<file path="src/rtl/enemies_pkg.sv">
// Shared types and default sizing for the enemy collision detector.
package enemies_pkg;

    typedef enum logic [1:0] {
        IDLE,
        SCAN,
        REPORT
    } state_e;

    localparam int DEF_NUM_ENEMIES     = 4;
    localparam int DEF_COOLDOWN_FRAMES = 3;

    // Cooldown counter width; COOLDOWN_FRAMES must fit, i.e. at most 15.
    localparam int CD_W = 4;

endpackage

</file>
<file path="src/rtl/collision_cooldown.sv">
// Per-enemy cooldown: after a direction-change pulse the enemy is held off
// for COOLDOWN_FRAMES report cycles.
module collision_cooldown
    import enemies_pkg::*;
#(
    parameter int COOLDOWN_FRAMES = DEF_COOLDOWN_FRAMES
) (
    input  logic clk,
    input  logic resetN,
    input  logic load,
    input  logic tick,
    output logic ready
);

    logic [CD_W-1:0] cnt_q, cnt_d;

    always_comb begin
        cnt_d = cnt_q;
        if (load) begin
            cnt_d = CD_W'(COOLDOWN_FRAMES);
        end else if (tick && cnt_q != '0) begin
            cnt_d = cnt_q - 1'b1;
        end
    end

    // NOTE: state registers use non-blocking assignments so every flop
    // samples the pre-edge value of its neighbours.
    always_ff @(posedge clk or negedge resetN) begin
        if (!resetN) begin
            cnt_q <= '0;
        end else begin
            cnt_q <= cnt_d;
        end
    end

    assign ready = (cnt_q == '0);

endmodule

</file>
<file path="src/rtl/enemies_collision_detector.sv">
// Per-frame enemy/border/enemy and player/enemy collision detection with
// registered one-cycle pulses reported two clocks after startOfFrame.
module enemies_collision_detector
    import enemies_pkg::*;
#(
    parameter int NUM_ENEMIES     = DEF_NUM_ENEMIES,
    parameter int COOLDOWN_FRAMES = DEF_COOLDOWN_FRAMES,
    parameter int HIT_COUNT_WIDTH = 8
) (
    input  logic                       clk,
    input  logic                       resetN,
    input  logic                       startOfFrame,
    input  logic [NUM_ENEMIES-1:0]     enemyDrawingRequest,
    input  logic                       borderDrawingRequest,
    input  logic                       playerDrawingRequest,
    output logic [NUM_ENEMIES-1:0]     changeDirection,
    output logic                       playerHit,
    output logic [HIT_COUNT_WIDTH-1:0] hitCount
);

    state_e                     state_q, state_d;
    logic [NUM_ENEMIES-1:0]     coll_flag_q, coll_flag_d;
    logic [NUM_ENEMIES-1:0]     coll_snap_q, coll_snap_d;
    logic                       player_flag_q, player_flag_d;
    logic                       player_snap_q, player_snap_d;
    logic [NUM_ENEMIES-1:0]     change_dir_q, change_dir_d;
    logic                       player_hit_q, player_hit_d;
    logic [HIT_COUNT_WIDTH-1:0] hit_count_q, hit_count_d;

    logic [NUM_ENEMIES-1:0]     enemy_coll;
    logic                       player_coll;
    logic [NUM_ENEMIES-1:0]     cd_ready;
    logic                       in_report;

    // An enemy collides with the border or with any other enemy; with a single
    // enemy the "others" mask is empty, leaving only the border term.
    always_comb begin
        for (int i = 0; i < NUM_ENEMIES; i++) begin
            enemy_coll[i] = enemyDrawingRequest[i] &
                            (borderDrawingRequest |
                             (|(enemyDrawingRequest & ~(NUM_ENEMIES'(1) << i))));
        end
        player_coll = playerDrawingRequest & (|enemyDrawingRequest);
    end

    assign in_report = (state_q == REPORT);

    // NOTE: every signal gets its default first so no path through the case
    // leaves a value unassigned and infers a latch.
    always_comb begin
        state_d       = state_q;
        coll_flag_d   = coll_flag_q;
        coll_snap_d   = coll_snap_q;
        player_flag_d = player_flag_q;
        player_snap_d = player_snap_q;
        change_dir_d  = '0;
        player_hit_d  = 1'b0;
        hit_count_d   = hit_count_q;

        case (state_q)
            IDLE: begin
                if (startOfFrame) state_d = SCAN;
            end
            SCAN: begin
                if (startOfFrame) begin
                    // The startOfFrame pixel belongs to the new frame.
                    coll_snap_d   = coll_flag_q;
                    player_snap_d = player_flag_q;
                    coll_flag_d   = enemy_coll;
                    player_flag_d = player_coll;
                    state_d       = REPORT;
                end else begin
                    coll_flag_d   = coll_flag_q | enemy_coll;
                    player_flag_d = player_flag_q | player_coll;
                end
            end
            REPORT: begin
                coll_flag_d   = coll_flag_q | enemy_coll;
                player_flag_d = player_flag_q | player_coll;
                change_dir_d  = coll_snap_q & cd_ready;
                player_hit_d  = player_snap_q;
                if (player_snap_q && hit_count_q != '1) begin
                    hit_count_d = hit_count_q + 1'b1;
                end
                state_d = SCAN;
            end
            default: state_d = IDLE;
        endcase
    end

    always_ff @(posedge clk or negedge resetN) begin
        if (!resetN) begin
            state_q       <= IDLE;
            coll_flag_q   <= '0;
            coll_snap_q   <= '0;
            player_flag_q <= 1'b0;
            player_snap_q <= 1'b0;
            change_dir_q  <= '0;
            player_hit_q  <= 1'b0;
            hit_count_q   <= '0;
        end else begin
            state_q       <= state_d;
            coll_flag_q   <= coll_flag_d;
            coll_snap_q   <= coll_snap_d;
            player_flag_q <= player_flag_d;
            player_snap_q <= player_snap_d;
            change_dir_q  <= change_dir_d;
            player_hit_q  <= player_hit_d;
            hit_count_q   <= hit_count_d;
        end
    end

    for (genvar g = 0; g < NUM_ENEMIES; g++) begin : g_cooldown
        collision_cooldown #(
            .COOLDOWN_FRAMES(COOLDOWN_FRAMES)
        ) u_cooldown (
            .clk    (clk),
            .resetN (resetN),
            .load   (change_dir_d[g]),
            .tick   (in_report),
            .ready  (cd_ready[g])
        );
    end

    assign changeDirection = change_dir_q;
    assign playerHit       = player_hit_q;
    assign hitCount        = hit_count_q;

endmodule

</file>
<file path="config.mk">
export PLATFORM = sky130hd
export DESIGN_NAME = enemies_collision_detector
export DESIGN_NICKNAME = d
export VERILOG_FILES = /design/src/rtl/enemies_pkg.sv /design/src/rtl/collision_cooldown.sv /design/src/rtl/enemies_collision_detector.sv
export SDC_FILE = /design/constraint.sdc
export NUM_CORES = 1
export LEC_CHECK = 0
export CAP_MARGIN = 20
export CORE_ASPECT_RATIO = 1.25
export CORE_MARGIN = 10
export CORE_UTILIZATION = 40
export DETAILED_ROUTE_END_ITERATION = 7
export PLACE_DENSITY = 0.58
export SKIP_LAST_GASP = 1
export SYNTH_ARGS = -nofsm -noshare
export SYNTH_HDL_FRONTEND = slang
export SYNTH_HIERARCHICAL = 1
export SYNTH_SLANG_ARGS = --single-unit
</file>
<file path="constraint.sdc">
create_clock -name clk -period 5.6 [get_ports clk]
set_clock_uncertainty 0.2 [all_clocks]
set_input_delay 1.4 -clock clk [delete_from_list [all_inputs] [get_ports clk]]
set_output_delay 1.4 -clock clk [all_outputs]
set_load 0.01 [all_outputs]
</file>
==> flow_summary.rst <==
.. list-table::
   :header-rows: 1

   * - Metric
     - Value
   * - Run status
     - completed
   * - Highest-count cells in the layout ignoring fill and taps
     - 41 x sky130_fd_sc_hd__dfrtp_1, 20 x sky130_fd_sc_hd__clkdlybuf4s50_1, 14 x sky130_fd_sc_hd__inv_1, 14 x sky130_fd_sc_hd__ha_1
   * - Antenna fix cells
     - 0
   * - Cts-stage hold buffer count
     - 0
   * - Clk sinks
     - 41
   * - Initial Utilization
     - 41.5%
   * - Most common cell after layout, fill and taps aside
     - sky130_fd_sc_hd__dfrtp_1
   * - Stages on the worst setup path
     - 1
   * - Power per unit of standard cell area
     - 482 nW/um2
   * - Post-detailed-placement half-perimeter wirelength
     - 3090 um
   * - Starting DRC count in detailed routing
     - 62
   * - Clock transition time at the flip-flop clock pins of the worst setup and hold paths
     - 0.08 ns
   * - Worst hold path depth
     - 1
   * - Final period util
     - 52.4%
   * - Slew at the pin with the worst max-slew slack
     - 0.917 ns
   * - Most area-hungry cell type in the Yosys netlist
     - sky130_fd_sc_hd__dfrtp_1
   * - Total detailed-routing wirelength
     - 4310 um
   * - Die footprint
     - 8630 um2
   * - Gates resized, CTS repair
     - 0
   * - Total nets after synthesis
     - 206
   * - RSZ-0062 raised after global routing
     - false
   * - Count of buffer and inverter cells on the critical path
     - 1
   * - Number of antenna violations at the first check in global routing
     - 0
   * - Via-to-Cell Ratio
     - 5.45
   * - Flip-flop cell with the highest count after synthesis
     - sky130_fd_sc_hd__dfrtp_1
   * - Die height
     - 101 um
   * - Post-detailed-route DRC marker count
     - 0
   * - Setup-violating endpoint count in the final report
     - 0
   * - Critical path cell sequence
     - clkdlybuf4s50_1
   * - Static power due to leakage
     - 1.10 nW
   * - Synth-to-Final Area Change
     - 18.8%
   * - Post-synthesis register bit count
     - 41
   * - Remaining global-route overflow
     - 0
   * - Root cell of the clock tree
     - sky130_fd_sc_hd__clkbuf_8
   * - NumNets Final
     - 234
   * - Number of placed I/O pins
     - 22
   * - Maximum fanout encountered on the critical timing path
     - 7
   * - Die Width
     - 85.1 um
   * - Via count of the first global-routing pass
     - 1562
   * - Data arrival time of the critical path
     - 1.33 ns
   * - Max Transition Viols Final
     - 0
   * - Post-synthesis cell type count
     - 34
   * - Start-to-end type of the worst setup path
     - flip-flop to primary output
   * - Maximum number of pins on one net before global-route repair
     - 42
   * - Count of nets left with antenna violations after detail routing
     - 0
   * - Number of buffers inserted during clock tree synthesis
     - 5
   * - Filler-free cell count of the finished design
     - 274
   * - Max-slew headroom
     - 38.9%
   * - Cell count of the worst reg-to-reg path
     - 5
   * - Crit end category
     - primary output
   * - First-pass GRT wire length
     - 7310 um
   * - Ratio of cells with drive above 1 in the final layout
     - 16.0%
   * - Worst min path class
     - flip-flop to flip-flop
   * - Average wire per standard cell
     - 15.7 um
   * - Placer's final routability congestion estimate
     - 0.866
   * - Area of the placeable core
     - 5120 um2
   * - Proportion of register bits with asynchronous set or reset after synthesis
     - 100%
   * - Clock period minus worst slack
     - 2.93 ns
   * - Clock tree from TritonCTS
     - built
   * - Depth of the CTS H-tree
     - 2
   * - Length of the first detailed-routing pass in iterations
     - 4
   * - Slowest cell on crit path
     - sky130_fd_sc_hd__clkdlybuf4s50_1
   * - Slowest cell delay on critical path
     - 0.58 ns
   * - Required time of the worst setup path
     - 4.00 ns
   * - Buffer count from post-CTS setup fixing
     - 0
   * - Number of placement rows
     - 29
   * - Number of instances in the synthesized netlist
     - 183
   * - CP Launch Type
     - flip-flop
   * - Summed negative setup slack over all endpoints
     - 0 ns
   * - Post-layout utilization of the core
     - 49.3%
   * - Number of port buffers
     - 21
   * - Count of flip-flops with a built-in enable after synthesis
     - 0
   * - Endpoints failing hold
     - 0
   * - Max-cap viol count
     - 0
   * - Syn Std Cell Area
     - 2120 um2
   * - Detailed-route via count
     - 1494
   * - Gate family responsible for the most delay along the worst path
     - buffers and inverters
   * - Peak VDD IR
     - 0.212 mV
   * - Register area share after synthesis
     - 48.4%
   * - Total placed cells including tap cells
     - 266
   * - Clock tree buffer depth
     - 2
   * - Synthesized area per cell
     - 11.6 um2
   * - Yosys warning total
     - 6
   * - Total GRT Usage
     - 10.2%
   * - Clock Latency Late Sink
     - 0.29 ns
   * - Fmax
     - 0.341 GHz
   * - Synth area leaders
     - sky130_fd_sc_hd__dfrtp_1 48%, sky130_fd_sc_hd__ha_1 8.3%, sky130_fd_sc_hd__mux2i_1 3.8%, sky130_fd_sc_hd__mux2_2 3.7%, sky130_fd_sc_hd__nor4_2 2.9%
   * - Portion of synthesized cell area occupied by the leading cell type
     - 48.4%
==> cells in the mapped netlist (2+ instances only) <==
cell type                 instances
sky130_fd_sc_hd__dfrtp_1         41
sky130_fd_sc_hd__ha_1            14
sky130_fd_sc_hd__inv_1           14
sky130_fd_sc_hd__nand2_1         13
sky130_fd_sc_hd__nor2_1          13
sky130_fd_sc_hd__mux2i_1          8
sky130_fd_sc_hd__nor2b_1          8
sky130_fd_sc_hd__mux2_2           7
sky130_fd_sc_hd__a21oi_1          6
sky130_fd_sc_hd__a32o_1           5
sky130_fd_sc_hd__and3_1           5
sky130_fd_sc_hd__nor4_2           5
sky130_fd_sc_hd__or4_1            5
sky130_fd_sc_hd__a31o_1           4
sky130_fd_sc_hd__nor3b_2          4
sky130_fd_sc_hd__or3_1            4
sky130_fd_sc_hd__or4b_4           4
sky130_fd_sc_hd__nand4_1          3
sky130_fd_sc_hd__xor2_1           3
sky130_fd_sc_hd__nand3_1          2
sky130_fd_sc_hd__xnor2_1          2
==> per-layer routing <==
layer	vias up	global-route usage (%)	wire length, um
li1	713	-	-
met1	749	11.3	1920
met2	27	17.4	2150
met3	5	3.61	208
met4	0	3.93	32
met5	-	0	0
==> through the flow <==
step                      power [mW]  hold WS [ns]  setup slack (ns)  cell area [um2]
after global routing            1.30         0.311              2.60             2520
after detailed placement       0.973         0.286              2.59             2400
final                           1.21         0.302              2.67             2520
after global placement         0.941         0.284              2.62             2400
after CTS                       1.23         0.305              2.63             2520
after floorplan                0.827         0.262              3.12             2120
==> logic make-up (layout without fill, tap and decap cells) <==
family	Yosys count	after routing	synth area share, %
flops	41	41	48.4
buf+inv	15	44	2.65
fa+ha+maj	14	14	8.26
mux	15	15	7.49
compound gates	22	22	8.73
simple gates	71	71	22.4
xor+xnor	5	5	2.07
==> registers in the layout, indices dropped and copies added (netlist names) <==
register,flops
state_q,2
coll_snap_q,4
hitCount,8
coll_flag_q,4
player_flag_q,1
g_cooldown.u_cooldown/cnt_q,16
player_snap_q,1
changeDirection,4
playerHit,1
==> power breakdown <==
part,switching (mW),internal [mW],total [mW]
Combinational,0.223,0.227,0.450
Clock,0.101,0.145,0.246
Sequential,0.104,0.413,0.517
==> final timing paths <==
| kind | startpoint | endpoint | slack, ns |
|---|---|---|---|
| setup / recovery | hitCount[4] | hitCount[4] | 2.67 |
| hold / removal | player_flag_q | player_flag_q | 0.30 |
| setup reg to reg | state_q[0] | g_cooldown[0].u_cooldown/cnt_q[3] | 3.35 |
| hold reg to reg | player_flag_q | player_flag_q | 0.30 |
| max in group asynchronous | resetN | coll_snap_q[2] | 3.58 |
| min in group asynchronous | resetN | g_cooldown[2].u_cooldown/cnt_q[3] | 1.04 |
==> area by class of cell <==
cell class	count	area (um2)
Timing Repair Buffer	21	205
Inverter	15	56.3
Fill cell	446	2600
Tap cell	62	77.6
Clock inverter	1	30.0
Multi-Input combinational cell	127	1040
Sequential cell	41	1030
Clock buffer	7	86.3
Note: power is estimated with default switching activity, not from simulation.
